===== src/rtl/ann_operand_loader.sv =====
// Serial feeder for the single-neuron ANN: packs a byte stream into the input, weight and bias
// operands, pulses start, waits LAT cycles, then presents Result on a valid/ready port.
module ann_operand_loader #(
    parameter int N   = 5,
    parameter int LAT = N + 2
) (
    input  logic             clk,
    input  logic             rst,
    input  logic [7:0]       in_data,
    input  logic             in_valid,
    output logic             in_ready,
    output logic [0:N*8-1]   InputVec,
    output logic [0:N*8-1]   WeightVec,
    output logic [7:0]       bias,
    output logic             start,
    input  logic [15:0]      Result,
    output logic [15:0]      res_data,
    output logic             res_valid,
    input  logic             res_ready,
    output logic [2:0]       state_dbg
);

    localparam int IW = (N > 1) ? $clog2(N) : 1;
    localparam int CW = (LAT > 1) ? $clog2(LAT) : 1;

    typedef enum logic [2:0] {
        LOAD_X = 3'd0,
        LOAD_W = 3'd1,
        LOAD_B = 3'd2,
        FIRE   = 3'd3,
        WAIT   = 3'd4,
        OUT    = 3'd5
    } state_t;

    // Handshakes: a byte moves on a rising edge when in_valid & in_ready; a result moves when
    // res_valid & res_ready. Neither valid is withdrawn before its transfer.

    state_t           state_q, state_d;
    logic [IW-1:0]    idx_q, idx_d;
    logic [CW-1:0]    cnt_q, cnt_d;
    logic [0:N*8-1]   x_q, x_d;
    logic [0:N*8-1]   w_q, w_d;
    logic [7:0]       b_q, b_d;
    logic             start_q, start_d;
    logic [15:0]      res_q, res_d;
    logic             rv_q, rv_d;
    logic             xfer;

    assign in_ready  = !rst && (state_q == LOAD_X || state_q == LOAD_W || state_q == LOAD_B);
    assign xfer      = in_valid && in_ready;
    assign InputVec  = x_q;
    assign WeightVec = w_q;
    assign bias      = b_q;
    assign start     = start_q;
    assign res_data  = res_q;
    assign res_valid = rv_q;
    assign state_dbg = state_q;

    always_comb begin
        state_d = state_q;
        idx_d   = idx_q;
        cnt_d   = cnt_q;
        x_d     = x_q;
        w_d     = w_q;
        b_d     = b_q;
        start_d = 1'b0;
        res_d   = res_q;
        rv_d    = rv_q;
        case (state_q)
            LOAD_X: begin
                if (xfer) begin
                    for (int k = 0; k < N; k++) begin
                        if (idx_q == IW'(k)) x_d[8*k +: 8] = in_data;
                    end
                    if (idx_q == IW'(N - 1)) begin
                        idx_d   = '0;
                        state_d = LOAD_W;
                    end else begin
                        idx_d = idx_q + IW'(1);
                    end
                end
            end
            LOAD_W: begin
                if (xfer) begin
                    for (int k = 0; k < N; k++) begin
                        if (idx_q == IW'(k)) w_d[8*k +: 8] = in_data;
                    end
                    if (idx_q == IW'(N - 1)) begin
                        idx_d   = '0;
                        state_d = LOAD_B;
                    end else begin
                        idx_d = idx_q + IW'(1);
                    end
                end
            end
            LOAD_B: begin
                // start is raised on entry to FIRE so it is high exactly for the FIRE cycle
                if (xfer) begin
                    b_d     = in_data;
                    start_d = 1'b1;
                    state_d = FIRE;
                end
            end
            FIRE: begin
                cnt_d   = '0;
                state_d = WAIT;
            end
            WAIT: begin
                if (cnt_q == CW'(LAT - 1)) begin
                    res_d   = Result;
                    rv_d    = 1'b1;
                    state_d = OUT;
                end else begin
                    cnt_d = cnt_q + CW'(1);
                end
            end
            OUT: begin
                if (res_ready) begin
                    rv_d    = 1'b0;
                    state_d = LOAD_X;
                end
            end
            default: state_d = LOAD_X;
        endcase
    end

    always_ff @(posedge clk) begin
        if (rst) begin
            state_q <= LOAD_X;
            idx_q   <= '0;
            cnt_q   <= '0;
            x_q     <= '0;
            w_q     <= '0;
            b_q     <= '0;
            start_q <= 1'b0;
            res_q   <= '0;
            rv_q    <= 1'b0;
        end else begin
            state_q <= state_d;
            idx_q   <= idx_d;
            cnt_q   <= cnt_d;
            x_q     <= x_d;
            w_q     <= w_d;
            b_q     <= b_d;
            start_q <= start_d;
            res_q   <= res_d;
            rv_q    <= rv_d;
        end
    end

endmodule

===== config.mk =====
export PLATFORM = sky130hd
export DESIGN_NAME = ann_operand_loader
export DESIGN_NICKNAME = d
export VERILOG_FILES = /design/src/rtl/ann_operand_loader.sv
export SDC_FILE = /design/constraint.sdc
export NUM_CORES = 1
export LEC_CHECK = 0
export ABC_CLOCK_PERIOD_IN_PS = 2120
export BUFFER_PORTS_ARGS = -buffer_cell sky130_fd_sc_hd__buf_4
export CORE_AREA = 2 2 123 154
export CTS_BUF_LIST = sky130_fd_sc_hd__clkbuf_4 sky130_fd_sc_hd__clkbuf_8
export CTS_CLUSTER_DIAMETER = 50
export CTS_CLUSTER_SIZE = 24
export DETAILED_ROUTE_END_ITERATION = 10
export DIE_AREA = 0 0 125 156
export PLACE_DENSITY = 0.47
export SLEW_MARGIN = 20
export SYNTH_ARGS = -nofsm -noshare
export SYNTH_HDL_FRONTEND = slang
export SYNTH_SLANG_ARGS = --single-unit

===== constraint.sdc =====
create_clock -name clk -period 2.12 [get_ports clk]
set_clock_uncertainty 0.15 [all_clocks]
set_input_delay 0.212 -clock clk [delete_from_list [all_inputs] [get_ports clk]]
set_output_delay 0.212 -clock clk [all_outputs]
set_load 0.01 [all_outputs]

Word-level counts from Yosys, hierarchy flattened

Cells that the tools add are included.

Register bits after elaboration: 115
Bits in latches: 0
Bits in writable memories: 0
Memory bits (read-only): 0
Output and inout port bits: 110
Logic and storage cells: 80
Memories: 0

Add/subtract/negate cells: 2
Multiply operators: 0
Divide/modulo/power cells: 0
Magnitude comparators: 0
Eq/ne operators: 18
Shift operators: 0
Multiplexer cells: 15
Bitwise gates (word level): 1
Reductions and logical operators: 27

Operator list:

| kind                | number |
|---|---|
| $reduce_and 3->1    | 11 |
| $mux 3              | 9 |
| $pmux 3 s6          | 1 |
| $eq 3x2->1 const B  | 4 |
| $eq 3x3->1 const B  | 4 |
| $ne 2x2->1 const B  | 6 |
| $reduce_and 2->1    | 4 |
| $reduce_and 7->1    | 1 |
| $add 3x1->3 const B | 2 |
| $eq 3x1->1 const B  | 2 |
| $logic_not 3->1     | 2 |
| $pmux 3 s2          | 1 |
| $ne 2x1->1 const B  | 2 |
| $reduce_bool 2->1   | 2 |
| $reduce_or 2->1     | 2 |
| $mux 1              | 3 |
| $logic_and 1x1->1   | 2 |
| $logic_or 1x1->1    | 2 |
| $pmux 1 s2          | 1 |
| $logic_not 1->1     | 1 |
| $not 1->1           | 1 |

Longest topological paths before layout

Depth in word-level cells: 7
Depth in mapped cells: 8
Depth with buffers taken out: 6

Worst setup path after synthesis

Ideal clock, no wire load.

Kind: reg2reg
Start point: register state_q[1] (netlist: state_dbg[1])
End point: register res_q[10] (netlist: res_data[10])
Library setup time: 0.132 ns
Arrival: 1.476 ns
Data required time: 1.838 ns
Slack: 0.362 ns
Cell stages (with the launch flop): 8
Clock period less this slack: 1.758 ns
Cells stage by stage: dfxtp_1 > buf_6 > or3b_4 > or2_1 > buf_6 > buf_6 > nand2_1 > a21oi_1

Longest elaborated chain between the ends: 2

Ends and longest elaborated chain:

| what                       | line | text |
|---|---|---|
| start, declared            | 38   | `state_t state_q, state_d;` |
| start signal, assigned     | 139  | `state_q <= state_d;` |
| $eq 3x3->1                 | 69   | `case (state_q)` |
| $reduce_and 2->1 (no line) | n/a  |  |
| end signal, assigned       | 146  | `res_q <= res_d;` |
| end, declared              | 45   | `logic [15:0] res_q, res_d;` |

Every way passes these cells.
A chain may end at the register's enable or synchronous reset.

Final worst setup path

Start point: input rst
End point: register x_q, in the netlist InputVec[27]

Longest elaborated chain between the ends: 4

Ends and longest elaborated chain:

| what                       | line | text |
|---|---|---|
| start, declared            | 8    | `input logic rst,` |
| $logic_not 1->1            | 49   | `assign in_ready = !rst && (state_q == LOAD_X \|\| state_q == LOAD_W \|\| state_q == LOAD_B);` |
| $logic_and 1x1->1          | 49   |  |
| $logic_and 1x1->1          | 50   | `assign xfer = in_valid && in_ready;` |
| $reduce_and 3->1 (no line) | n/a  |  |
| end signal, assigned       | 132  | `x_q <= '0;` |
| end signal, assigned       | 142  | `x_q <= x_d;` |
| end, declared              | 41   | `logic [0:N*8-1] x_q, x_d;` |

Parallel ways exist; a longest one is shown, timed or not.

==> metrics.cfg <==
[run_status]
outcome = finished clean

[critical_path]
cp-end-kind = flip-flop
cp-start-kind = input port
r2r_start = state_dbg[2]$_SDFFE_PP0P_
cp_max_fo = 19
reg2reg_slack_ns = 0.17
worstPathRequired_ns = 2.24
r2r_cells = 6
worstPathArrival_ns = 2.06
timing.rr.end = InputVec[27]$_SDFFE_PP0P_
critPathLaunch = rst
worstSetupPathType = input port to flip-flop

[clock_tree]
path_clk_slew_ns = 0.07
clk_latency_ns = 0.43
holdBufCountCts = 25
cts_root_buf = clkbuf_8
cts_setup_buffers = 0
cts_resized = 0
clockBufferDepth = 2
cts_tree = yes
clock-sinks = 115
cts_buffers = 17
h-tree-depth = 4

[synthesis]
synth-main-ff-cell = dfxtp_1
synth_edf_count = 0
synth.area.top_cells = dfxtp_1 (52%), mux2i_1 (18%), nor2_1 (7.5%), nand2_1 (4.0%), a21oi_1 (3.4%)
netlist.area_leader.share_pct = 52.01
synth_seq_cells = 115
synth_area_leader_cell = dfxtp_1
synth_nets = 491
syn_inst = 456
synth_area_per_cell_sq_um = 9.708
synth_seq_area_share_pct = 52.01
yosys_warnings = 0
syn_area_sq_um = 4427
ys_types = 35
async_reset_ff_share_pct = 0

[power]
worst_ir_drop_vdd_mv = 0.3419
p_seq_share_pct = 49.1
p_switching_mw = 1.113
leakagePower_nw = 3.161
pwr-share-clk_pct = 45.2
powerDensity_nw_per_um2 = 707.0
p_int_mw = 3.325
sw_frac_of_total_pct = 25.09
pwr-share-comb_pct = 5.7

[drt]
route.detailed.drc = 0
wire_per_inst_microns = 15.27
vias_per_cell = 4.311
drt_iter0_drc = 150
routed_wl_mm = 13.01
drtAntennaViolNets = 0
drt_pass1_iterations = 4
vias = 3673

[finish]
nets = 646
antenna_cells = 0
layout-drive-gt1-share_pct = 30.61
stdcell_count = 852
fillers = 1867
area_growth_syn_to_layout_pct = 41.80

[floorplan]
row_count = 55
ios = 138
dieHeight_microns = 156
initial_core_util_pct = 24.55
die_w_microns = 125
dieArea_sq_um = 19500
core_area_sq_um = 18030

[timing]
period_needed_ns = 1.945
maxSlewViolCount = 0
worst_slew_pin_slew_ns = 1.075
fmax_mhz = 514.1
max_slew_margin_pct = 28.36
fin_tns_setup_ns = 0
whs_ns = 0.03279
finalCritPeriodShare_pct = 91.75
hold_viol_final = 0
rsz0062_at_grt = no
setup_viol = 0

[placed_design]
dp_hpwl_mm = 8.882
portBuffers = 137
dp_cells = 795
gp_congestion = 0.7476

[global_route]
grt_usage_pct = 13.28
grt_pass1_wl_mm = 20.24
grt_pass1_vias = 3674
antenna_found_initial = 0
grt_max_degree = 102
gr-total-overflow = 0

[min_path]
hp-start = in_data[4]
hold_end = bias[4]$_SDFFE_PP0P_
holdPathStages = 3
hold_class = input port to flip-flop

[run]
maxCapViolCount = 0

layout by cell type (no fill, tap or decap), types with 2 or more instances in the layout:
| cell type | instances |
|---|---|
| mux2i_1 | 81 |
| nand3_2 | 9 |
| and2_1 | 2 |
| a21oi_1 | 30 |
| inv_1 | 7 |
| a211o_1 | 2 |
| nand2_1 | 47 |
| inv_6 | 5 |
| ha_1 | 7 |
| clkinv_4 | 3 |
| clkbuf_8 | 20 |
| dfxtp_1 | 115 |
| nor3_1 | 2 |
| clkinvlp_4 | 2 |
| nor2_1 | 88 |
| nor2b_1 | 6 |
| buf_4 | 143 |
| dlygate4sd3_1 | 25 |
| nor2_4 | 2 |
| o211ai_1 | 2 |
| nand3_1 | 8 |
layer usage:
layer | GRT usage, % | part of all wire, %
met5 | 0 | 0
met1 | 16.13 | 45
met2 | 21.61 | 47
met4 | 5.185 | 2.1
met3 | 4.630 | 6.3
cells in the mapped netlist, types with 3 or more instances:
| master | instances |
|---|---|
| dfxtp_1 | 115 |
| nor2_1 | 88 |
| mux2i_1 | 81 |
| nand2_1 | 47 |
| a21oi_1 | 30 |
| clkbuf_1 | 22 |
| nand3_2 | 9 |
| nand3_1 | 8 |
| ha_1 | 7 |
| inv_1 | 7 |
| nor2b_1 | 6 |
| buf_2 | 4 |
| buf_4 | 3 |
| buf_6 | 3 |
critical path, cell delays in order:
cell	delay [ns]
dlygate4sd3_1	0.54
buf_4	0.21
nor3b_2	0.16
buf_4	0.30
nand3_2	0.31
mux2i_1	0.25
nor2_1	0.06
flip-flops by register name, summed over array words and instances (netlist names):
name	count
InputVec	40
WeightVec	40
res_data	16
start	1
bias	8
idx_q	3
cnt_q	3
state_dbg	3
res_valid	1
stage by stage:
step | cell area (sq um) | power (mW) | setup WS [ns] | utilization [%]
2_1_floorplan | 4427 | 2.341 | 0.3615 | -
3_3_place_gp | 5632 | 2.444 | 0.2256 | 31.24
3_5_place_dp | 5632 | 2.450 | 0.1946 | 31.24
4_1_cts | 6277 | 4.521 | 0.1759 | 34.82
5_1_grt | 6277 | 4.622 | 0.03998 | 34.82
6_report | 6277 | 4.438 | 0.1749 | 34.82
power groups by stage:
stage                     logic (mW)  clock network [mW]  registers, mW
after floorplan                0.106                   0           2.24
after global placement         0.214                   0           2.23
after detailed placement       0.219                   0           2.23
after CTS                      0.256                2.08           2.18
after global routing           0.271                2.17           2.18
final                          0.251                2.01           2.18
cells by family after synthesis:
group           Yosys count  synth area share (%)
simple gates            175                 18.43
flops                   115                 52.01
mux                      81                 18.32
compound gates           39                 5.088
buf+inv                  39                 4.183
fa+ha+maj                 7                 1.978
final cells by class:
cell class / instances / area [sq um] / area share [%]
tap: 228 / 285.3 / 4.545
multi-input combinational: 302 / 1944 / 30.97
clock buffer: 20 / 275.3 / 4.385
sequential: 115 / 2302 / 36.68
timing repair buffer: 168 / 1324 / 21.09
inverter: 7 / 26.28 / 0.4186
clock inverter: 12 / 120.1 / 1.913
worst max-delay path by stage:
| stage | slack (ns) | cells past startpoint | end |
|---|---|---|---|
| after floorplan | 0.36 | 7 | res_data[10]$_SDFFE_PP0P_ |
| after detailed placement | 0.19 | 6 | WeightVec[21]$_SDFFE_PP0P_ |
| final | 0.17 | 7 | InputVec[27]$_SDFFE_PP0P_ |
| after CTS | 0.18 | 6 | InputVec[27]$_SDFFE_PP0P_ |
| after global routing | 0.04 | 6 | InputVec[37]$_SDFFE_PP0P_ |
| after global placement | 0.23 | 4 | res_data[8]$_SDFFE_PP0P_ |
(Power assumes the default switching activity.)
